**config.mk**
```make
export PLATFORM = sky130hd
export DESIGN_NAME = seq_alu
export DESIGN_NICKNAME = d
export VERILOG_FILES = /design/src/rtl/seq_alu.sv
export SDC_FILE = /design/constraint.sdc
export NUM_CORES = 1
export LEC_CHECK = 0
export CAP_MARGIN = 5
export CORE_UTILIZATION = 35
export CTS_CLUSTER_SIZE = 10
export DETAILED_ROUTE_END_ITERATION = 7
export DONT_BUFFER_PORTS = 1
export HOLD_SLACK_MARGIN = 0.12
export PLACE_DENSITY = 0.59
export REMOVE_ABC_BUFFERS = 1
export SLEW_MARGIN = 10
export SYNTH_ARGS = -nofsm -noshare
export SYNTH_HDL_FRONTEND = slang
export SYNTH_SLANG_ARGS = --single-unit
```
**constraint.sdc**
```tcl
create_clock -name clk -period 3.5 [get_ports clk]
set_input_delay 0.35 -clock clk [delete_from_list [all_inputs] [get_ports clk]]
set_output_delay 0.35 -clock clk [all_outputs]
set_load 0.02 [all_outputs]
```
**src/rtl/seq_alu.sv**
```systemverilog
// -----------------------------------------------------------------------------
// seq_alu -- registered, parametrised ALU with valid/ready handshakes and an
// iterative shift-add multiplier.
//
// Eight opcodes: ADD, SUB, MUL, AND, OR, NAND, NOR, XOR. The result is
// 2*WIDTH bits, and the flags are registered together with it.
//
// Build option:
//   SEQ_ALU_FAST_MUL_EN  When defined, MUL is a single-cycle combinational
//                        A*B, and the iterative multiplier is removed.
//                        When undefined, MUL takes WIDTH cycles.
//
// Ports:
//   clk, rst_n            clock, asynchronous active-low reset
//   in_valid / in_ready   upstream handshake (op, operand_a, operand_b)
//   op [2:0]              opcode
//   operand_a/b [WIDTH]   unsigned operands
//   out_valid / out_ready downstream handshake
//   result [2*WIDTH]      registered result
//   carry_flag            carry out of ADD, borrow out of SUB
//   zero_flag             result == 0
//   busy                  a MUL is iterating
// -----------------------------------------------------------------------------
module seq_alu #(
  parameter int WIDTH = 8
) (
  input  logic                 clk,
  input  logic                 rst_n,
  input  logic                 in_valid,
  output logic                 in_ready,
  input  logic [2:0]           op,
  input  logic [WIDTH-1:0]     operand_a,
  input  logic [WIDTH-1:0]     operand_b,
  output logic                 out_valid,
  input  logic                 out_ready,
  output logic [2*WIDTH-1:0]   result,
  output logic                 carry_flag,
  output logic                 zero_flag,
  output logic                 busy
);

  typedef enum logic [2:0] {
    OP_ADD  = 3'b000,
    OP_SUB  = 3'b001,
    OP_MUL  = 3'b010,
    OP_AND  = 3'b011,
    OP_OR   = 3'b100,
    OP_NAND = 3'b101,
    OP_NOR  = 3'b110,
    OP_XOR  = 3'b111
  } op_e;

  typedef enum logic [1:0] {
    S_IDLE    = 2'd0,
    S_MUL_RUN = 2'd1,
    S_HOLD    = 2'd2
  } state_e;

  state_e r_state;
  state_e w_state_next;

  logic [2*WIDTH-1:0] r_result;
  logic               r_carry;
  logic               r_zero;

  op_e                w_op;
  logic               w_accept;
  logic               w_iter_mul;   // accepted op goes to the multi-cycle path
  logic               w_mul_done;   // final multiplier step this cycle
  logic [2*WIDTH-1:0] w_acc_next;   // accumulator after the current step
  logic [2*WIDTH-1:0] w_alu_res;
  logic               w_alu_carry;
  logic [WIDTH:0]     w_sum;
  logic [WIDTH:0]     w_diff;

  assign w_op     = op_e'(op);
  assign w_accept = in_valid && in_ready;

  // --------------------------------------------------------------------------
  // Single-cycle datapath. Bit WIDTH of the widened difference is the borrow.
  // --------------------------------------------------------------------------
  assign w_sum  = {1'b0, operand_a} + {1'b0, operand_b};
  assign w_diff = {1'b0, operand_a} - {1'b0, operand_b};

  always_comb begin
    // NOTE: every output gets a default first, so no path can infer a latch.
    w_alu_res   = '0;
    w_alu_carry = 1'b0;
    case (w_op)
      OP_ADD: begin
        w_alu_res   = {{WIDTH{1'b0}}, w_sum[WIDTH-1:0]};
        w_alu_carry = w_sum[WIDTH];
      end
      OP_SUB: begin
        w_alu_res   = {{WIDTH{1'b0}}, w_diff[WIDTH-1:0]};
        w_alu_carry = w_diff[WIDTH];
      end
`ifdef SEQ_ALU_FAST_MUL_EN
      OP_MUL:  w_alu_res = {{WIDTH{1'b0}}, operand_a} * {{WIDTH{1'b0}}, operand_b};
`else
      OP_MUL:  w_alu_res = '0;  // handled by the iterative multiplier
`endif
      OP_AND:  w_alu_res = {{WIDTH{1'b0}}, operand_a & operand_b};
      OP_OR:   w_alu_res = {{WIDTH{1'b0}}, operand_a | operand_b};
      OP_NAND: w_alu_res = {{WIDTH{1'b0}}, ~(operand_a & operand_b)};
      OP_NOR:  w_alu_res = {{WIDTH{1'b0}}, ~(operand_a | operand_b)};
      OP_XOR:  w_alu_res = {{WIDTH{1'b0}}, operand_a ^ operand_b};
      default: w_alu_res = '0;
    endcase
  end

`ifdef SEQ_ALU_FAST_MUL_EN
  assign w_iter_mul = 1'b0;
  assign w_mul_done = 1'b0;
  assign w_acc_next = '0;
`else
  // --------------------------------------------------------------------------
  // Iterative shift-add multiplier: one multiplier bit per cycle, LSB first.
  // --------------------------------------------------------------------------
  localparam int              CW        = (WIDTH > 1) ? $clog2(WIDTH) : 1;
  localparam logic [CW-1:0]   LAST_STEP = CW'(WIDTH - 1);

  logic [2*WIDTH-1:0] r_mcand;
  logic [WIDTH-1:0]   r_mplier;
  logic [2*WIDTH-1:0] r_acc;
  logic [CW-1:0]      r_count;
  logic [2*WIDTH-1:0] w_addend;

  assign w_iter_mul = w_accept && (w_op == OP_MUL);
  assign w_addend   = r_mplier[0] ? r_mcand : '0;
  assign w_acc_next = r_acc + w_addend;
  assign w_mul_done = (r_state == S_MUL_RUN) && (r_count == LAST_STEP);

  always_ff @(posedge clk or negedge rst_n) begin
    if (!rst_n) begin
      // NOTE: non-blocking assignments for all sequential state, so every
      // register samples pre-edge values regardless of statement order.
      r_mcand  <= '0;
      r_mplier <= '0;
      r_acc    <= '0;
      r_count  <= '0;
    end else if (w_iter_mul) begin
      r_mcand  <= {{WIDTH{1'b0}}, operand_a};
      r_mplier <= operand_b;
      r_acc    <= '0;
      r_count  <= '0;
    end else if (r_state == S_MUL_RUN) begin
      r_acc    <= w_acc_next;
      r_mcand  <= r_mcand << 1;
      r_mplier <= r_mplier >> 1;
      r_count  <= r_count + 1'b1;
    end
  end
`endif

  // --------------------------------------------------------------------------
  // Result and flag registers. They change only on a non-MUL accept or on the
  // final multiplier step, and otherwise hold their last value.
  // --------------------------------------------------------------------------
  always_ff @(posedge clk or negedge rst_n) begin
    if (!rst_n) begin
      r_result <= '0;
      r_carry  <= 1'b0;
      r_zero   <= 1'b0;
    end else if (w_accept && !w_iter_mul) begin
      r_result <= w_alu_res;
      r_carry  <= w_alu_carry;
      r_zero   <= (w_alu_res == '0);
    end else if (w_mul_done) begin
      r_result <= w_acc_next;
      r_carry  <= 1'b0;
      r_zero   <= (w_acc_next == '0);
    end
  end

  assign result     = r_result;
  assign carry_flag = r_carry;
  assign zero_flag  = r_zero;

  // --------------------------------------------------------------------------
  // Control FSM: state register, next-state logic, output logic.
  // --------------------------------------------------------------------------
  always_ff @(posedge clk or negedge rst_n) begin
    if (!rst_n) r_state <= S_IDLE;
    else        r_state <= w_state_next;
  end

  always_comb begin
    w_state_next = r_state;
    case (r_state)
      S_IDLE: begin
        if (w_accept) w_state_next = w_iter_mul ? S_MUL_RUN : S_HOLD;
      end
      S_MUL_RUN: begin
        if (w_mul_done) w_state_next = S_HOLD;
      end
      S_HOLD: begin
        if (w_accept)       w_state_next = w_iter_mul ? S_MUL_RUN : S_HOLD;
        else if (out_ready) w_state_next = S_IDLE;
      end
      default: w_state_next = S_IDLE;
    endcase
  end

  always_comb begin
    in_ready  = (r_state == S_IDLE) || ((r_state == S_HOLD) && out_ready);
    out_valid = (r_state == S_HOLD);
`ifdef SEQ_ALU_FAST_MUL_EN
    busy      = 1'b0;
`else
    busy      = (r_state == S_MUL_RUN);
`endif
  end

endmodule

```
* Word level (Yosys, flattened, before mapping)
Cells that the tools add are included.
** Storage, ports and cells
- Latch bits :: 0
- Input bits :: 23
- Memory bits (read-only) :: 0
- Word-level logic and storage cells :: 67
- Memory bits (writable) :: 0
- Output and inout port bits :: 21
- Register bits after elaboration :: 63
- Memories kept :: 0
** Cells by class
- Shifts and indexed selects :: 0
- Muxes and demuxes :: 23
- $mul :: 0
- Divide/modulo/power cells :: 0
- Bitwise operators :: 5
- Add/sub/neg operators :: 4
- Magnitude comparators :: 0
- Eq/ne operators :: 13
- Reduce and logical (&&, ||, !) cells :: 14
** Operator list (number)
- one-hot mux 16 bit (8 select lines) :: 1
- two-way mux 16 bit :: 7
- zero test 16 bit :: 2
- adder 16 bit :: 1
- two-way mux 8 bit :: 2
- NOT 8 bit :: 2
- equality test 3 bit, second input constant :: 5
- two-way mux 2 bit :: 5
- adder 8 x 8 -> 9 bit :: 1
- subtractor 8 x 8 -> 9 bit :: 1
- AND 8 bit :: 1
- bitwise OR 8 bit :: 1
- bitwise XOR 8 bit :: 1
- equality test 3 x 2 -> 1 bit, second input constant :: 2
- two-way mux 3 bit :: 2
- one-hot mux 2 bit (3 select lines) :: 1
- logical AND 1 bit :: 5
- two-way mux 1 bit :: 4
- nonzero test 2 bit :: 2
- adder 3 x 1 -> 3 bit, second input constant :: 1
- equality test 3 x 1 -> 1 bit, second input constant :: 1
- zero test 3 bit :: 1
- != test 3 x 1 -> 1 bit, second input constant :: 1
- AND reduction 3 bit :: 1
- 8 further kinds :: 8

* Longest topological paths before layout
Gate-level depths: netlist of run 1.
- Depth after elaboration :: 8
- Mapped depth :: 11
- Mapped depth without buffers :: 11

* Least setup slack after synthesis of run 1
OpenSTA, ideal clock, no wires.
- Kind :: flip-flop to flip-flop
- Start :: reg r_mplier[0]
- End :: reg r_zero, in the netlist zero_flag
- Stages on the path, launching flop included :: 12
- Slack :: 0.787 ns
- Library setup time :: 0.120 ns
- Period minus slack after synthesis :: 2.713 ns
- Path buffers :: 1
- Data required time :: 3.380 ns
- Arrival time :: 2.593 ns
- Path through :: dfrtp_1 -> clkbuf_1 -> and2_1 -> ha_1 -> and4_4 -> or3b_1 -> nand3_1 -> a2111o_1 -> a31o_1 -> a21oi_2 -> xor2_2 -> a31o_1
** On the way
- Longest elaborated chain between the ends :: 5
** RTL lines
- start: declaration :: line 124 : logic [WIDTH-1:0] r_mplier;
- start signal: assignment :: line 144 : r_mplier <= operand_b;
- start signal: assignment :: line 150 : r_mplier <= r_mplier >> 1;
- two-way mux 16 bit :: line 130 : assign w_addend = r_mplier[0] ? r_mcand : '0;
- adder 16 bit :: line 131 : assign w_acc_next = r_acc + w_addend;
- zero test 16 bit :: line 172 : r_zero <= (w_acc_next == '0);
- two-way mux 1 bit :: line 169 : end else if (w_mul_done) begin
- two-way mux 1 bit :: line 165 : end else if (w_accept && !w_iter_mul) begin
- end signal: assignment :: line 168 : r_zero <= (w_alu_res == '0);
- end signal: assignment :: line 172
- end: declaration :: line 64 : logic r_zero;
Every way passes these cells. The select of a mux whose other input is x is not followed.
A chain may end at the register's enable or synchronous reset.

* Worst setup path after layout of run 1
Same ends and word-level chain as after synthesis.

==> metrics.txt, run 1 <==
crit path cell chain=and2_1 -> ha_1 -> fa_1 -> xnor2_1 -> nor4b_1 -> nand3_1 -> nor4bb_1 -> nand4b_1 -> and4b_1 -> a31o_1; Post-Syn Area per Cell=8.472 um^2; die area=13800 um^2; FF+latch count, synth=63; number of cells on the worst reg-to-reg path=10; CP startpoint kind=flip-flop; RSZ-0062 raised after global routing=false; Crit path largest cell delay=about 460 ps; # IOs=between 40 and 50; flop-to-flop setup slack=between 300 and 400 ps; maxcap violations=0; clk_lat worst skew=approximately 330 ps; Pint=2.139 mW; top cells by area, synth=dfrtp_1, ha_1, nand2_1; antenna-violating nets left=0; clk slew on worst S/H paths=~60 ps; worst-path fanout max=11; cts repair resizes=0; drt via density=5.506; Die X=around 120 um; vias in the first global route=around 3900; number of cell rows=about 40; Net Sw Frac=0.3806; simple-gate share of the synthesized area=0.1938; worst reg2reg endpoint=zero_flag$_DFFE_PN0P_; Layout area overhead=11.20%; largest family of logic cells by synthesized area=compound AO/OA/AOI/OAI gates; CTS H-Tree Depth=3; CTS tree=built; Die Y=between 100 and 150 um; Max Fclk=roughly 320 MHz; GR Util All Layers=0.1869; GP Congestion=~0.89; top cell type's share of synthesized area=0.3377; relative slew slack=0.3321; total CTS buffers=9; Multi-input gate area=roughly 2900 um^2; Slowest cell on crit path=dfrtp_1; initial antenna violation count=0; VDD IR max=0.0002791 V; 1st-pass router iterations=5; Initial Utilization=0.3640; DRC errors left=0; fin. max-slew vios=0; Hold Path Class=input pin to flip-flop; mux cell area share after synthesis=0.01072; setup_tns=0 ps; xor/xnor cell area share of the yosys netlist=0.04664; R2R Path Start=r_mplier[0]$_DFFE_PN0P_; YS warnings=0; first-pass GRT wire length=about 21000 um; complex-gate fraction of the synthesized area=0.2428; clock power share=0.280; crit path from=r_mplier[0]$_DFFE_PN0P_; min Tclk post-route=~3100 ps; Final period util=0.8943; sequential area share after synthesis=0.3377; Reg area=~1600 um^2; core area=roughly 13000 um^2; Critical Path Sink=zero_flag$_DFFE_PN0P_; number of flops mapped to enable cells by yosys=0; Async SR Flop Fraction=1.000; Reg power frac=0.353; drt wl/cell=17.38 um; final wirelength=around 12000 um; Place WS=418.7 ps; CP Capture Type=flip-flop; Synth Area in Adders=0.1228; # fillers=between 1000 and 1500; Pwr per Cell Area=665.2 nW/um^2; Hold Crit Depth=2; fin worst setup slack=between 300 and 400 ps; final setup violation count=0; slew at the pin with the worst max-slew slack=about 1000 ps; Remaining Overflow, GRT=0; status=completed; CTS max path bufs=2; instance count of the mapped netlist=551; Yosys cell types=62; Hold Vio Cnt, Final=0; critical setup path kind=flip-flop to flip-flop; dominant cell type by area after synthesis=dfrtp_1; violation count after the first detailed-routing iteration=311; critical path data arrival time=about 3400 ps; layout cells sized above 1=0.06399; Net count, final=609; Critical Path RT=around 3800 ps; IO Port Bufs=0; largest net degree at the start of global routing=64; CTS root buf=clkbuf_16; Ant. Diodes=0; Final HPWL DP=9037 um; Top FF cell, synth=dfrtp_1; LEAKAGE=about 2.4 nW; Post-Syn Area=approximately 4700 um^2; CTS sink count=between 60 and 70; Vias=between 3000 and 4000; Comb pwr share=0.367; final clock skew=roughly 5.2 ps; total net switching power=approximately 1.3 mW
==> how the worst min path moves through the flow <==
stage                               to  slack, ps          from
2_1_floorplan   carry_flag$_DFFE_PN0P_         50         rst_n
3_3_place_gp     result[9]$_DFFE_PN0P_         60         rst_n
3_5_place_dp     result[9]$_DFFE_PN0P_         60         rst_n
4_1_cts        r_mplier[7]$_DFFE_PN0P_        140  operand_b[7]
5_1_grt         r_mcand[6]$_DFFE_PN0P_        150  operand_a[6]
6_report       r_mplier[7]$_DFFE_PN0P_        140  operand_b[7]
==> critical path: cells and delay by family (launching register included) <==
family	cells	cell delay [ps]
AO/OA/AOI/OAI	1	150
XOR/XNOR	1	280
adder cells (fa/ha/maj)	2	650
AND/OR/NAND/NOR	6	1530
flip-flops	1	460
==> cells by family (layout without fill, tap and decap cells) <==
group / Yosys count / count (layout)
AND/OR/NAND/NOR: 191 / 191
AO/OA/AOI/OAI: 169 / 169
flip-flops: 63 / 63
buffers and inverters: 55 / 51
adder cells (fa/ha/maj): 44 / 44
XOR/XNOR: 24 / 24
multiplexers: 5 / 5
==> cells in the mapped netlist, types with 7 or more instances <==
cell / count
a211oi_1: 7
a21o_1: 9
a21oi_1: 31
a22oi_1: 17
and2_1: 16
clkbuf_1: 23
dfrtp_1: 63
ha_1: 41
inv_1: 25
nand2_1: 88
nand2b_1: 12
nand3_1: 15
nor2_1: 26
nor3_1: 12
o21ai_0: 38
o21bai_1: 10
o22ai_1: 13
o2bb2ai_1: 7
xnor2_1: 12
xor2_1: 11
==> what timing repair did <==
item | CTS | global route
buffers inserted | 0 | 0
hold buffers | 2 | 0
endpoints found under the hold margin | 63 | 0
==> registers in the layout (all words and copies together) (netlist names) <==
register,flops
carry_flag,1
r_acc,16
result,16
r_count,3
zero_flag,1
r_mcand,16
r_mplier,8
r_state,2
==> layer usage <==
layer,vias up,global-route usage,share of wire
met2,83,0.2918,0.46
li1,1945,-,-
met4,0,0.04167,0.012
met3,12,0.05184,0.051
met1,1919,0.2568,0.48
met5,-,0,0
==> stage by stage <==
step                      cell area [um^2]  hold WS [ps]  utilization  std cells  total power, mW
final                                 5191         142.4       0.4048        719            3.453
after global placement                4827         56.61       0.3764        701            2.440
after global routing                  5191         151.1       0.4048        719            3.708
after CTS                             5189         139.0       0.4046        719            3.460
after floorplan                       4553         54.41            -        522            2.117
after detailed placement              4827         56.20       0.3764        701            2.455
==> final cells by class <==
type	count	share of cell area
Clock buffer	11	0.04676
Clock inverter	5	0.01567
Inverter	26	0.01880
Multi-Input combinational cell	433	0.5563
Sequential cell	63	0.3037
Tap cell	172	0.04146
Timing Repair Buffer	9	0.01735
==> power by group through the flow <==
stage / clock (mW) / sequential [mW] / combinational (mW)
final: 0.967 / 1.22 / 1.27
after global routing: 1.03 / 1.25 / 1.42
after CTS: 0.980 / 1.22 / 1.26
after detailed placement: 0 / 1.23 / 1.23
after global placement: 0 / 1.22 / 1.22
after floorplan: 0 / 1.15 / 0.966
==> layout by cell type (no fill, tap or decap), drive strengths merged, types with 8 or more instances in the layout <==
| master | count |
|---|---|
| a21o | 9 |
| a21oi | 33 |
| a22oi | 17 |
| and2 | 16 |
| buf | 8 |
| clkbuf | 11 |
| dfrtp | 63 |
| ha | 41 |
| inv | 26 |
| nand2 | 89 |
| nand2b | 12 |
| nand3 | 15 |
| nor2 | 26 |
| nor3 | 13 |
| o21ai | 38 |
| o21bai | 10 |
| o22ai | 13 |
| xnor2 | 12 |
| xor2 | 12 |
No activity file was read; power rests on OpenSTA's default activity.
==> run 2, diff against run 1 <==
--- a/config.mk
+++ b/config.mk
@@ -13,7 +13,6 @@
 export HOLD_SLACK_MARGIN = 0.12
 export PLACE_DENSITY = 0.59
 export REMOVE_ABC_BUFFERS = 1
-export SLEW_MARGIN = 10
 export SYNTH_ARGS = -nofsm -noshare
 export SYNTH_HDL_FRONTEND = slang
 export SYNTH_SLANG_ARGS = --single-unit
==> metrics.txt, run 2 (same netlist as run 1, synthesis figures left out) <==
placed cell areas=between 4000 and 5000 um^2; vias in the first global route=approximately 3900; final clock skew=between 5 and 6 ps; antenna-violating nets left=0; Final period util=0.8980; Critical Path RT=about 3800 ps; initial antenna violation count=0; slew at the pin with the worst max-slew slack=982.5 ps; Remaining Overflow, GRT=0; final wirelength=between 10000 and 15000 um; non-filler instance count after layout=720; GP Congestion=0.8894; Net count, final=between 600 and 700; cts repair resizes=0; CP Capture Type=flip-flop; drt via density=between 5 and 6; Pint=between 2 and 2.5 mW; Tot Pwr=around 3.5 mW; Max Fclk=between 300 and 400 MHz; status=completed; clock power share=0.280; total net switching power=about 1.3 mW; Die Y=117.5 um; die area=about 14000 um^2; CTS root buf=clkbuf_16; worst-path fanout max=11; Reg power frac=0.353; layout cells sized above 1=0.06387; CTS max path bufs=2; clk slew on worst S/H paths=roughly 60 ps; largest net degree at the start of global routing=64; Slowest cell on crit path=dfrtp_1; leading cell type in the layout, fill and taps excluded=nand2_1; final hold slack=roughly 140 ps; CTS tree=built; drt wl/cell=17.36 um; 1st-pass router iterations=6; Hold Path Class=input pin to flip-flop; clk_lat worst skew=~330 ps; commonest cells after routing, fill and taps aside=nand2_1, dfrtp_1, ha_1; Crit path largest cell delay=between 400 and 500 ps; Net Sw Frac=0.3804; design area=just over 5000 um^2; total CTS buffers=9; critical setup path kind=flip-flop to flip-flop; Comb pwr share=0.367; Final HPWL DP=9037 um; crit path cell chain=and2_1 -> ha_1 -> fa_1 -> xnor2_1 -> nor4b_1 -> nand3_1 -> nor4bb_1 -> nand4b_1 -> and4b_1 -> a31o_1; Layout area overhead=11.39%; Hold Vio Cnt, Final=0; Vias=around 4000; Die X=around 120 um; IO Port Bufs=0; final setup violation count=0; GR Util All Layers=0.1869; LEAKAGE=between 2 and 2.5 nW; Pwr per Cell Area=~660 nW/um^2; violation count after the first detailed-routing iteration=between 300 and 400; number of cell rows=41; relative slew slack=0.3450; CP startpoint kind=flip-flop; fin. max-slew vios=0; DRC errors left=0; placed insts=701; setup_tns=0 ps; min Tclk post-route=between 3000 and 4000 ps; core area=between 10000 and 15000 um^2; # fillers=about 1300; critical path data arrival time=~3400 ps; Setup Buffers After CTS=0; CTS H-Tree Depth=3; VDD IR max=0.0002803 V; # IOs=44; Ant. Diodes=0; Initial Utilization=0.3640; maxcap violations=0; first-pass GRT wire length=about 21000 um; CTS sink count=63; RSZ-0062 raised after global routing=false
run 2: cell type report:
class | instances | area [um^2] | share of cell area
clock inverter | 5 | 81.33 | 0.01564
clock buffer | 11 | 242.7 | 0.04668
tap | 172 | 215.2 | 0.04139
timing repair buffer | 10 | 101.3 | 0.01949
inverter | 26 | 97.59 | 0.01877
sequential | 63 | 1577 | 0.3032
multi-input combinational | 433 | 2885 | 0.5549
run 2: routing by layer:
| layer | up-vias | wire length (um) | global-route usage |
|---|---|---|---|
| met5 | - | 0 | 0 |
| met4 | 0 | 146 | 0.04167 |
| met3 | 12 | 658 | 0.05184 |
| met2 | 94 | 5747 | 0.2918 |
| met1 | 1917 | 5944 | 0.2568 |
| li1 | 1947 | - | - |
run 2: final timing paths:
path	from	to	slack, ps	cells after the start
setup reg to reg	r_mplier[0]$_DFFE_PN0P_	zero_flag$_DFFE_PN0P_	360	10
max in group asynchronous	rst_n	r_acc[9]$_DFFE_PN0P_	2650	2
setup / recovery	r_mplier[0]$_DFFE_PN0P_	zero_flag$_DFFE_PN0P_	360	10
min in group asynchronous	rst_n	result[13]$_DFFE_PN0P_	560	2
hold / removal	operand_b[7]	r_mplier[7]$_DFFE_PN0P_	140	2
hold reg to reg	r_mplier[2]$_DFFE_PN0P_	r_mplier[2]$_DFFE_PN0P_	480	2
run 2: power groups by stage:
stage	Combinational (mW)	Clock [mW]	Sequential, mW
2_1_floorplan	0.966	0	1.15
3_3_place_gp	1.22	0	1.22
3_5_place_dp	1.23	0	1.23
4_1_cts	1.26	0.980	1.22
5_1_grt	1.43	1.03	1.25
6_report	1.27	0.967	1.22
run 2: worst max-delay path, delay by kind of cell, from the launching register on:
kind | cells | cell delay [ps]
xor+xnor | 1 | 280
fa+ha+maj | 2 | 650
flops | 1 | 460
compound gates | 1 | 150
simple gates | 6 | 1550
run 2: timing repair:
item	CTS	global route
endpoints found under the hold margin	63	0
hold buffers	2	0
setup endpoints to repair	0	0
run 2: stage by stage:
stage	util	setup slack, ps
2_1_floorplan	-	347.7
3_3_place_gp	0.3764	513.1
3_5_place_dp	0.3764	418.7
4_1_cts	0.4046	324.7
5_1_grt	0.4055	94.23
6_report	0.4055	357.0
==> run 3, diff against run 2 <==
--- a/config.mk
+++ b/config.mk
@@ -5,13 +5,14 @@
 export SDC_FILE = /design/constraint.sdc
 export NUM_CORES = 1
 export LEC_CHECK = 0
+export ABC_AREA = 0
 export CAP_MARGIN = 5
-export CORE_UTILIZATION = 35
+export CORE_UTILIZATION = 55
 export CTS_CLUSTER_SIZE = 10
 export DETAILED_ROUTE_END_ITERATION = 7
 export DONT_BUFFER_PORTS = 1
 export HOLD_SLACK_MARGIN = 0.12
-export PLACE_DENSITY = 0.59
+export PLACE_DENSITY = 0.8
 export REMOVE_ABC_BUFFERS = 1
 export SYNTH_ARGS = -nofsm -noshare
 export SYNTH_HDL_FRONTEND = slang
==> metrics.txt, run 3 (same netlist as run 1, synthesis figures left out) <==
status=completed; CTS H-Tree Depth=3; Tot Pwr=slightly above 3 mW; slew at the pin with the worst max-slew slack=roughly 1200 ps; placed cell areas=4728 um^2; maxcap violations=0; drt wl/cell=around 18 um; Global Route met3 Usage=0.07282; first-pass GRT wire length=around 19000 um; final clock skew=about 11 ps; Net count, final=between 600 and 700; Final HPWL DP=8219 um; CTS sink count=63; leading cell type in the layout, fill and taps excluded=nand2_1; Layout area overhead=6.218%; clk slew on worst S/H paths=~80 ps; CTS tree=built; Max Fclk=between 300 and 400 MHz; setup_tns=0 ps; Critical Path RT=between 3000 and 4000 ps; vias in the first global route=3938; Multi-input gate area=just under 3000 um^2; Die X=roughly 94 um; GP Congestion=between 0.8 and 0.9; Reg area=about 1600 um^2; RSZ-0062 raised after global routing=false; core area=~8200 um^2; Hold Path Class=input pin to flip-flop; CTS max path bufs=2; critical path data arrival time=3560 ps; Hold Path Origin=operand_b[1]; GRT Max-Usage Layer=met2; Vias=~4100; Hold Vio Cnt, Final=0; critical setup path kind=flip-flop to flip-flop; Slowest cell on crit path=dfrtp_1; CTS root buf=clkbuf_8; GR Util All Layers=0.2787; die area=just under 9000 um^2; DRC errors left=0; final setup violation count=0; cts repair resizes=0; violation count after the first detailed-routing iteration=approximately 280; relative slew slack=0.2297; CP Capture Type=flip-flop; initial antenna violation count=0; drt via density=6.225; grt met1 use=0.3780; crit path from=r_mplier[0]$_DFFE_PN0P_; non-filler instance count after layout=~650; met2 usage=0.4307; # IOs=44; Ant. Diodes=0; min Tclk post-route=3261 ps; worst-path fanout max=17; VDD IR max=roughly 0.00032 V; Crit path largest cell delay=590 ps; Final period util=0.9316; final wirelength=between 10000 and 15000 um; design area=a little under 5000 um^2; placed insts=about 630; LEAKAGE=2.330 nW; 1st-pass router iterations=4; total CTS buffers=9; commonest cells after routing, fill and taps aside=nand2_1, dfrtp_1, ha_1; Remaining Overflow, GRT=0; largest net degree at the start of global routing=64; number of cell rows=33; Die Y=~94 um; # fillers=between 700 and 800; Initial Utilization=0.5681; antenna-violating nets left=0; clk_lat worst skew=~360 ps; layout cells sized above 1=0.06033; fin. max-slew vios=0; crit path cell chain=and2_1 -> ha_1 -> fa_1 -> xnor2_1 -> nor4b_1 -> nand3_1 -> nor4bb_1 -> nand4b_1 -> and4b_1 -> a31o_1; CP startpoint kind=flip-flop; IO Port Bufs=0; R2R Path Start=r_mplier[0]$_DFFE_PN0P_; Pwr per Cell Area=609.9 nW/um^2
==> run 3: cell types whose count changed in the layout (fill, tap and decap cells not counted), moves of 2 or more <==
cell           delta
buf_4             -2
bufinv_16         -2
clkbuf_16         -9
clkbuf_8          +8
clkinvlp_4        +3
dlygate4sd3_1     +2
==> run 3: worst paths after layout <==
kind / to / slack, ps / depth (start not counted)
min reg2reg: r_mplier[2]$_DFFE_PN0P_ / 490 / 2
max: zero_flag$_DFFE_PN0P_ / 240 / 10
max in group asynchronous: r_acc[2]$_DFFE_PN0P_ / 2680 / 2
max reg2reg: zero_flag$_DFFE_PN0P_ / 240 / 10
min: r_mplier[1]$_DFFE_PN0P_ / 120 / 2
min in group asynchronous: r_acc[8]$_DFFE_PN0P_ / 550 / 2
==> run 3: stage by stage <==
step / util / hold slack (ps) / worst slack (ps)
global placement: 0.5755 / 56.47 / 442.1
finish: 0.6035 / 117.0 / 239.3
CTS: 0.6010 / 120.4 / 253.0
detailed placement: 0.5755 / 56.49 / 322.7
floorplan: - / 54.41 / 347.7
global route: 0.6035 / 129.2 / 42.98
==> run 3: timing repair <==
item	4_1_cts	5_1_grt
hold buffers	2	2
buffers inserted	0	0
hold endpoints to repair	63	2
==> run 3: critical path: cells and delay by family (launching register included) <==
kind                     cells  cell delay [ps]
AO/OA/AOI/OAI                1              140
XOR/XNOR                     1              260
adder cells (fa/ha/maj)      2              650
flip-flops                   1              590
AND/OR/NAND/NOR              6             1560
==> run 3: power breakdown <==
group / switching (mW) / internal [mW] / leakage [nW]
sequential: 0.249 / 0.976 / 0.828
clock: 0.307 / 0.255 / 0.0776
combinational: 0.727 / 0.508 / 1.42
total: 1.28 / 1.74 / 2.33
==> run 3: per-layer routing <==
layer  share of wire  wire length (um)  vias to the layer above
met5               0                 0                        -
met4           0.022               255                        0
met3           0.074               862                       28
met2            0.45              5249                      141
met1            0.45              5249                     1945
li1                -                 -                     1945
==> run 3: final cells by class <==
| class | instances | area share |
|---|---|---|
| repair buffers | 9 | 0.01918 |
| flip-flops and latches | 63 | 0.3179 |
| clock inverters | 7 | 0.009841 |
| multi-input cells | 433 | 0.5819 |
| well taps | 105 | 0.02650 |
| inverters | 26 | 0.01968 |
| clock buffers | 9 | 0.02498 |
